File: src/rtl/bitsel_seq_if.sv
`timescale 1ns/1ps
// bitsel_seq_if: request/response bundle for the bit-select unit.
// Request side:  din_valid/din_ready handshake carrying din_data, din_index, din_func.
// Response side: dout_valid/dout_ready handshake carrying dout_data, dout_found.
// master = producer/consumer (testbench or upstream pipe), slave = the select unit.
interface bitsel_seq_if;
  logic        din_valid;
  logic        din_ready;
  logic [63:0] din_data;
  logic [6:0]  din_index;
  logic [2:0]  din_func;
  logic        dout_valid;
  logic        dout_ready;
  logic [63:0] dout_data;
  logic        dout_found;

  modport master (
    output din_valid, din_data, din_index, din_func, dout_ready,
    input  din_ready, dout_valid, dout_data, dout_found
  );

  modport slave (
    input  din_valid, din_data, din_index, din_func, dout_ready,
    output din_ready, dout_valid, dout_data, dout_found
  );
endinterface

File: src/rtl/bitsel_seq.sv
`timescale 1ns/1ps
// bitsel_seq: finds the position of the n-th set (or clear) bit of a 64/32-bit operand,
//   scanning one CHUNK-bit slice per cycle from the LSB or MSB end.
// Latency: hit in chunk k -> k+1 cycles after accept; miss -> W/CHUNK cycles.
// Backpressure: one request in flight; din_ready low in SCAN/DONE, result held until dout_ready.
// Ports: clk, reset (sync, active-high), io (bitsel_seq_if.slave: din_* request, dout_* result).
module bitsel_seq #(
  parameter int XLEN  = 64,
  parameter int CHUNK = 8
) (
  input  logic        clk,
  input  logic        reset,
  bitsel_seq_if.slave io
);

  localparam int NCHUNK = XLEN / CHUNK;
  localparam int KW     = $clog2(NCHUNK);
  localparam int PW     = $clog2(CHUNK);
  localparam int QW     = KW + PW;
  localparam int RW     = 7;

  typedef enum logic [1:0] {
    IDLE = 2'd0,
    SCAN = 2'd1,
    DONE = 2'd2
  } state_t;

  state_t          state, state_nxt;
  logic [XLEN-1:0] v_q, v_nxt;
  logic            rev_q, rev_nxt;
  logic            w32_q, w32_nxt;
  logic [RW-1:0]   rem_q, rem_nxt;
  logic [KW-1:0]   k_q, k_nxt;
  logic [XLEN-1:0] dout_data_q, dout_data_nxt;
  logic            dout_found_q, dout_found_nxt;

  // Operand preparation: invert, mask to 32 bits, then optionally mirror so the
  // scan always walks upward from bit 0 of v.
  logic [XLEN-1:0] raw_v, rev64_v, rev32_v, prep_v;

  always_comb begin
    raw_v = io.din_func[2] ? ~io.din_data : io.din_data;
    if (io.din_func[1]) raw_v[XLEN-1:XLEN/2] = '0;
    rev64_v = '0;
    rev32_v = '0;
    for (int i = 0; i < XLEN; i++)   rev64_v[i] = raw_v[XLEN-1-i];
    for (int i = 0; i < XLEN/2; i++) rev32_v[i] = raw_v[XLEN/2-1-i];
    if (!io.din_func[0])     prep_v = raw_v;
    else if (io.din_func[1]) prep_v = rev32_v;
    else                     prep_v = rev64_v;
  end

  // Current chunk and in-chunk search. cnt ends as popcount(chunk); hit marks the
  // first set bit whose running rank equals rem, which is exactly rem < popcount.
  logic [CHUNK-1:0] chunk;
  logic [PW:0]      cnt;
  logic             hit;
  logic [PW-1:0]    hit_pos;

  assign chunk = v_q[{k_q, {PW{1'b0}}} +: CHUNK];

  always_comb begin
    hit     = 1'b0;
    hit_pos = '0;
    cnt     = '0;
    for (int i = 0; i < CHUNK; i++) begin
      if (chunk[i]) begin
        if (!hit && (RW'(cnt) == rem_q)) begin
          hit     = 1'b1;
          hit_pos = PW'(i);
        end
        cnt = cnt + {{PW{1'b0}}, 1'b1};
      end
    end
  end

  // Map the scan position back into the caller's bit numbering.
  logic [QW-1:0] q_pos, w_last, out_pos;
  logic [KW-1:0] k_last;

  assign q_pos   = {k_q, hit_pos};
  assign w_last  = w32_q ? QW'(XLEN/2 - 1) : QW'(XLEN - 1);
  assign out_pos = rev_q ? (w_last - q_pos) : q_pos;
  assign k_last  = w32_q ? KW'(NCHUNK/2 - 1) : KW'(NCHUNK - 1);

  always_comb begin
    state_nxt      = state;
    v_nxt          = v_q;
    rev_nxt        = rev_q;
    w32_nxt        = w32_q;
    rem_nxt        = rem_q;
    k_nxt          = k_q;
    dout_data_nxt  = dout_data_q;
    dout_found_nxt = dout_found_q;
    case (state)
      IDLE: begin
        if (io.din_valid && io.din_ready) begin
          v_nxt     = prep_v;
          rev_nxt   = io.din_func[0];
          w32_nxt   = io.din_func[1];
          rem_nxt   = io.din_index;
          k_nxt     = '0;
          state_nxt = SCAN;
        end
      end
      SCAN: begin
        if (hit) begin
          dout_data_nxt  = {{(XLEN-QW){1'b0}}, out_pos};
          dout_found_nxt = 1'b1;
          state_nxt      = DONE;
        end else begin
          // rem >= popcount here, so this never wraps.
          rem_nxt = rem_q - RW'(cnt);
          if (k_q == k_last) begin
            dout_data_nxt  = w32_q ? XLEN'(XLEN/2) : XLEN'(XLEN);
            dout_found_nxt = 1'b0;
            state_nxt      = DONE;
          end else begin
            k_nxt = k_q + {{(KW-1){1'b0}}, 1'b1};
          end
        end
      end
      DONE: begin
        if (io.dout_ready) state_nxt = IDLE;
      end
      default: state_nxt = IDLE;
    endcase
  end

  always_ff @(posedge clk) begin
    if (reset) begin
      state        <= IDLE;
      v_q          <= '0;
      rev_q        <= 1'b0;
      w32_q        <= 1'b0;
      rem_q        <= '0;
      k_q          <= '0;
      dout_data_q  <= '0;
      dout_found_q <= 1'b0;
    end else begin
      state        <= state_nxt;
      v_q          <= v_nxt;
      rev_q        <= rev_nxt;
      w32_q        <= w32_nxt;
      rem_q        <= rem_nxt;
      k_q          <= k_nxt;
      dout_data_q  <= dout_data_nxt;
      dout_found_q <= dout_found_nxt;
    end
  end

  // Handshake outputs are forced low while reset is held so no stale result escapes.
  assign io.din_ready  = (state == IDLE) && !reset;
  assign io.dout_valid = (state == DONE) && !reset;
  assign io.dout_data  = dout_data_q;
  assign io.dout_found = dout_found_q;

endmodule

File: src/flat_wrapper.sv
// flat-port wrapper written by rule: the top's interface ports become plain ports
module bitsel_seq_flat 
#(
  parameter int XLEN  = 64,
  parameter int CHUNK = 8
)
  (clk, reset, io_din_valid, io_din_data, io_din_index, io_din_func, io_dout_ready, io_din_ready, io_dout_valid, io_dout_data, io_dout_found);
  bitsel_seq_if io_i ();
  input  logic clk;
  input  logic reset;
  input wire logic [$bits(io_i.din_valid)-1:0] io_din_valid;
  input wire logic [$bits(io_i.din_data)-1:0] io_din_data;
  input wire logic [$bits(io_i.din_index)-1:0] io_din_index;
  input wire logic [$bits(io_i.din_func)-1:0] io_din_func;
  input wire logic [$bits(io_i.dout_ready)-1:0] io_dout_ready;
  output wire logic [$bits(io_i.din_ready)-1:0] io_din_ready;
  output wire logic [$bits(io_i.dout_valid)-1:0] io_dout_valid;
  output wire logic [$bits(io_i.dout_data)-1:0] io_dout_data;
  output wire logic [$bits(io_i.dout_found)-1:0] io_dout_found;
  assign io_i.din_valid = io_din_valid;
  assign io_i.din_data = io_din_data;
  assign io_i.din_index = io_din_index;
  assign io_i.din_func = io_din_func;
  assign io_i.dout_ready = io_dout_ready;
  assign io_din_ready = io_i.din_ready;
  assign io_dout_valid = io_i.dout_valid;
  assign io_dout_data = io_i.dout_data;
  assign io_dout_found = io_i.dout_found;
  bitsel_seq #(.XLEN(XLEN), .CHUNK(CHUNK)) u_core (.clk(clk), .reset(reset), .io(io_i));
endmodule
File: config.mk
export PLATFORM = sky130hd
export DESIGN_NAME = bitsel_seq_flat
export DESIGN_NICKNAME = d
export VERILOG_FILES = /design/src/rtl/bitsel_seq_if.sv /design/src/rtl/bitsel_seq.sv /design/src/flat_wrapper.sv
export SDC_FILE = /design/constraint.sdc
export NUM_CORES = 1
export LEC_CHECK = 0
export CAP_MARGIN = 20
export CORE_MARGIN = 2
export CORE_UTILIZATION = 46
export CTS_BUF_LIST = sky130_fd_sc_hd__clkbuf_4
export CTS_CLUSTER_SIZE = 10
export DETAILED_ROUTE_END_ITERATION = 8
export GPL_TIMING_DRIVEN = 0
export HOLD_SLACK_MARGIN = 0.1
export PLACE_DENSITY = 0.72
export SLEW_MARGIN = 10
export SYNTH_ARGS = -nofsm -noshare
export SYNTH_HDL_FRONTEND = slang
export SYNTH_SLANG_ARGS = --single-unit
File: constraint.sdc
create_clock -name clk -period 7.94 [get_ports clk]
set_input_delay 1.588 -clock clk [delete_from_list [all_inputs] [get_ports clk]]
set_output_delay 1.588 -clock clk [all_outputs]
set_load 0.01 [all_outputs]
* Word-level counts from Yosys, hierarchy flattened
Index checks and enable logic that the tools add are counted.
** Storage, ports and cells
- Flip-flop bits (word level) :: 143
- Output and inout bits :: 67
** Operators by class
- $add $sub $neg :: 10
- Equality and inequality tests :: 15
- Shift operators :: 1
- Multiplexer cells :: 62
- Bitwise operators :: 1
- Reduce and logical (&&, ||, !) cells :: 27
** Operators with widths (number)
- two-way mux 64 bit :: 5
- NOT 64 bit :: 1
- indexed part select 64 x 7 -> 8 bit :: 1
- two-way mux 3 bit :: 17
- equality test 4 x 7 -> 1 bit :: 6
- two-way mux 32 bit :: 1
- two-way mux 4 bit :: 7
- adder 4 x 1 -> 4 bit (second input constant) :: 6
- two-way mux 7 bit :: 3
- two-way mux 1 bit :: 20
- case mux 7 bit (2 select lines) :: 1
- two-way mux 6 bit :: 2
- logical AND 1 bit :: 10
- zero test 1 bit :: 8
- two-way mux 2 bit :: 4
- equality test 1 x 7 -> 1 bit :: 1
- zero test 7 bit :: 1
- subtractor 7 x 4 -> 7 bit :: 1
- != test 2 bit (second input constant) :: 3
- case mux 2 bit (3 select lines) :: 1
- case mux 3 bit (2 select lines) :: 1
- AND reduction 3 bit :: 2
- subtractor 6 bit :: 1
- AND reduction 2 bit :: 2
- other kinds (10) :: 11

* Depth between registers and ports, before layout
Gate-level depths: netlist of run 1.
- Depth in word-level cells :: 34
- Depth in mapped cells :: 32
- Depth with buffers taken out :: 30

* Least setup slack after synthesis of run 1
OpenSTA, ideal clock, no wires.
- Path kind :: flip-flop to flip-flop
- From :: register u_core.k_q[0]
- To :: register u_core.rem_q[5]
- Library setup time :: 70 ps
- Data arrival time :: 6442 ps
- Data required time :: 7870 ps
- Setup slack :: 1428 ps
- Cell stages (with the launch flop) :: 33
- Cells stage by stage :: dfxtp_1 > buf_6 > buf_6 > mux4_2 > mux2i_1 > ha_1 > clkbuf_1 > or3_1 > buf_2 > nand2_1 > ha_1 > nand2_1 > o21ai_0 > ha_1 > nor2_1 > nor2_1 > ha_1 > nand2_1 > nand2_1 > ha_1 > nor2_1 > a31oi_1 > ha_1 > mux2_2 > inv_1 > ha_1 > nor2b_1 > o21ai_0 > nand2b_1 > a211oi_1 > xor2_1 > o221ai_1 > a21oi_1
** Between the ends
- Longest elaborated chain between the ends :: 32
** RTL lines
- start: declaration :: line bitsel_seq.sv:33 : logic [KW-1:0] k_q, k_nxt;
- start signal: assignment :: line bitsel_seq.sv:146 : k_q <= k_nxt;
- indexed part select 64 x 7 -> 8 bit * :: line bitsel_seq.sv:60 : assign chunk = v_q[{k_q, {PW{1'b0}}} +: CHUNK];
- parallel branches: the longest is 31 deep, another holds adder 4 x 1 -> 4 bit
- end signal: assignment :: line bitsel_seq.sv:145 : rem_q <= rem_nxt;
- end: declaration :: line bitsel_seq.sv:32 : logic [RW-1:0] rem_q, rem_nxt;
Every way passes the cells marked *. The select of a mux whose other input is x is not followed.
A chain may end at the register's enable or synchronous reset.

* Worst setup path in the final report of run 1
- From :: register u_core.k_q[1]
- To :: register u_core.rem_q[5]
The elaborated chain is that of the path after synthesis.

==> metrics.cfg, run 1 <==
[sta]
slew_headroom = 0.416
final_hold_viol_count = 0
rsz0062_at_grt = no
setup_viol = 0
finClkSkew_ps = 32.1
max_freq_mhz = 135
tns_ps = 0
period_share = 0.931
finalWorstSetupSlack_ps = 544
slew_viol_final = 0
worstMarginPinSlew_ps = 875
min_period_ps = 7400

[power]
p_seq_frac = 0.239
p_total_mw = 2.47
ir_drop_mv = 0.170
p_int_mw = 1.31
p_switching_mw = 1.16
pwr-share-comb = 0.654
power.density_nw_per_um2 = 283
clock_power_share = 0.107
switching_share = 0.470
leakage_nw = 3.42

[worst_setup_path]
cp_max_fo = 10
worstRegToRegCells = 32
cp.required_ps = 8360
cp.arrival_ps = 7820
cp-start-kind = flip-flop
cp-end-kind = flip-flop
critPathMostFrequentCell = ha_1
crit_path_end = u_core.rem_q[5]
crit_path_top_delay_cell = mux4_2
slowest_delay_ps = 390
worstReg2RegStart = u_core.k_q[1]
criticalPathCategory = reg2reg
r2r_slack_ps = 540
crit_start = u_core.k_q[1]
reg2reg_to = u_core.rem_q[5]

[clock_tree]
clk_pin_slew_ps = 170
cts_tree = built
clk_path_buf_depth = 2
clk_latency_ps = 470
cts_buffers = 9
clock-sinks = 86
cts_root_buf = clkbuf_4
cts_setup_buffers = 0
holdBufCountCts = 0
htree_levels = 3

[logic_synthesis]
synth-compound-area-share = 0.183
seq_area_frac_synth = 0.237
synth_seq_cells = 86
synthTopCellsByArea = dfxtp_1 (24%), xnor2_1 (10%), mux2i_1 (7.5%), nor2_1 (6.4%), buf_4 (6.0%)
synth-xor-area-share = 0.143
synth_top_cell_by_area = dfxtp_1
post_synth_num_cell_types = 79
syn-instance-count = 871
ys.flop_type = dfxtp_1
synth-adder-area-share = 0.0235
avgSynthCellArea_um2 = 8.33
syn-cell-area_um2 = 7250
synth_top_family_by_area = compound AO/OA/AOI/OAI gates
synthArstFlopShare = 0
synthMuxAreaShare = 0.142
synth_top_area_share = 0.237
yosys_warnings = 0
synth_edf_count = 0
yosys.area_share.simple = 0.165

[route]
routed_wirelength_um = 21800
remaining_drc_errors = 0
first_pass_iters = 5
vias = 6794
drt-wirelength-per-cell_um = 17.6
detail_route.vias_per_cell = 5.48
ant_nets = 0
drt_iter0_drc = 609

[worst_hold_path]
worstHoldPathType = reg2reg

[place]
pre_cts_slack_ps = 485
port_buffers = 84
dp_cells = 1222
place.gp.congestion = 0.919
hpwl_um = 17200

[global_route]
grt_pass1_vias = 6328
grt_pass1_wl_um = 33900
grt_use_total = 0.261
antenna_found_initial = 1
grt_start_max_net_pins = 16
grt-ovfl-total = 0

[cells_and_area]
final_common_cell = nor2_1
layout-area-overhead-vs-synth_pct = 20.2
final_nets = 1113
fin_util = 0.569
drive_gt1_frac = 0.119
mostFrequentLayoutCells = nor2_1 (123), dfxtp_1 (86), clkdlybuf4s50_1 (84)
stdcell_count = 1239

[floorplan]
row_count = 45
die_w_um = 130
core-area_um2 = 15300
die_area_um2 = 16800
pin_count = 145
start_util = 0.474
fp.dieH_um = 130

[run_status]
outcome = completed

[job]
drv_cap = 0

==> power by group through the flow <==
stage / Sequential (mW) / Combinational [mW] / Clock (mW)
global placement: 0.595 / 1.56 / 0
global route: 0.600 / 1.79 / 0.282
CTS: 0.587 / 1.59 / 0.264
detailed placement: 0.597 / 1.58 / 0
floorplan: 0.574 / 1.23 / 0
finish: 0.591 / 1.61 / 0.264
==> metal layers <==
layer / track usage / vias up / part of all wire
met1: 0.345 / 3118 / 0.43
li1: - / 3315 / -
met2: 0.430 / 313 / 0.47
met4: 0.104 / 0 / 0.036
met3: 0.0384 / 48 / 0.070
met5: 0 / - / 0
==> state kept, by name (all words and copies together), names as in the netlist <==
name and flops:
u_core.w32_q 1, u_core.v_q 64, u_core.io.dout_data 7, u_core.rem_q 7
u_core.io.dout_found 1, u_core.k_q 3, u_core.rev_q 1, u_core.state 2
==> cell type report <==
type / instances / area [um^2]
Multi-Input combinational cell: 702 / 4980
Fill cell: 1462 / 6600
Clock buffer: 9 / 67.6
Tap cell: 211 / 264
Clock inverter: 7 / 72.6
Inverter: 12 / 45.0
Timing Repair Buffer: 84 / 841
Buffer: 127 / 721
Sequential cell: 86 / 1720
Antenna cell: 1 / 2.50
==> repair_timing <==
action / CTS / global route
endpoints found under the hold margin: 0 / 0
resized for setup: 0 / 2
setup endpoints to repair: 0 / 1
==> synth_stat cells, types with 21 or more instances <==
| master | number |
|---|---|
| buf_4 | 58 |
| a21oi_1 | 49 |
| nand2_1 | 37 |
| nor3_1 | 32 |
| clkbuf_1 | 41 |
| nor2_1 | 123 |
| xnor2_1 | 83 |
| dfxtp_1 | 86 |
| mux2i_1 | 54 |
| a221oi_1 | 21 |
| xor2_1 | 25 |
| a211oi_1 | 41 |
==> stage by stage <==
step	cell area (um^2)	hold WS (ps)
floorplan	7460	461
global placement	8570	464
detailed placement	8570	470
CTS	8710	489
global route	8720	522
finish	8720	488
==> how the worst min path moves through the flow <==
stage | from | to | slack [ps] | depth (start not counted)
final | u_core.io.dout_data[5] | u_core.io.dout_data[5] | 490 | 2
after global routing | u_core.io.dout_data[1] | u_core.io.dout_data[1] | 520 | 2
after CTS | u_core.io.dout_data[3] | u_core.io.dout_data[3] | 490 | 2
after detailed placement | u_core.io.dout_data[3] | u_core.io.dout_data[3] | 470 | 2
after global placement | u_core.io.dout_data[0] | u_core.io.dout_data[0] | 460 | 1
after floorplan | u_core.rem_q[6] | u_core.rem_q[6] | 460 | 1
==> kinds of logic after synthesis <==
| kind of cell | count (synthesis) |
|---|---|
| other | 1 |
| adder cells (fa/ha/maj) | 13 |
| buffers and inverters | 139 |
| AND/OR/NAND/NOR | 253 |
| multiplexers | 79 |
| XOR/XNOR | 112 |
| AO/OA/AOI/OAI | 188 |
| flip-flops | 86 |
==> worst max-delay path: cells and delay by family (launching register included) <==
family / cells / cell delay [ps]
AOI/OAI and AO/OA: 6 / 1160
and+or+nand+nor: 10 / 1580
buffers and inverters: 5 / 1070
xor gates and xnor gates: 1 / 180
adders and majority gates: 7 / 2030
DFF: 1 / 360
muxes: 3 / 1000
No activity file was read; power rests on OpenSTA's default activity.
==> inputs of run 2 (changes only) <==
- HOLD_SLACK_MARGIN: 0.1 -> 0.05
==> results of run 2 <==
Same layout as run 1: the final DEF is identical, and so are final timing and power.
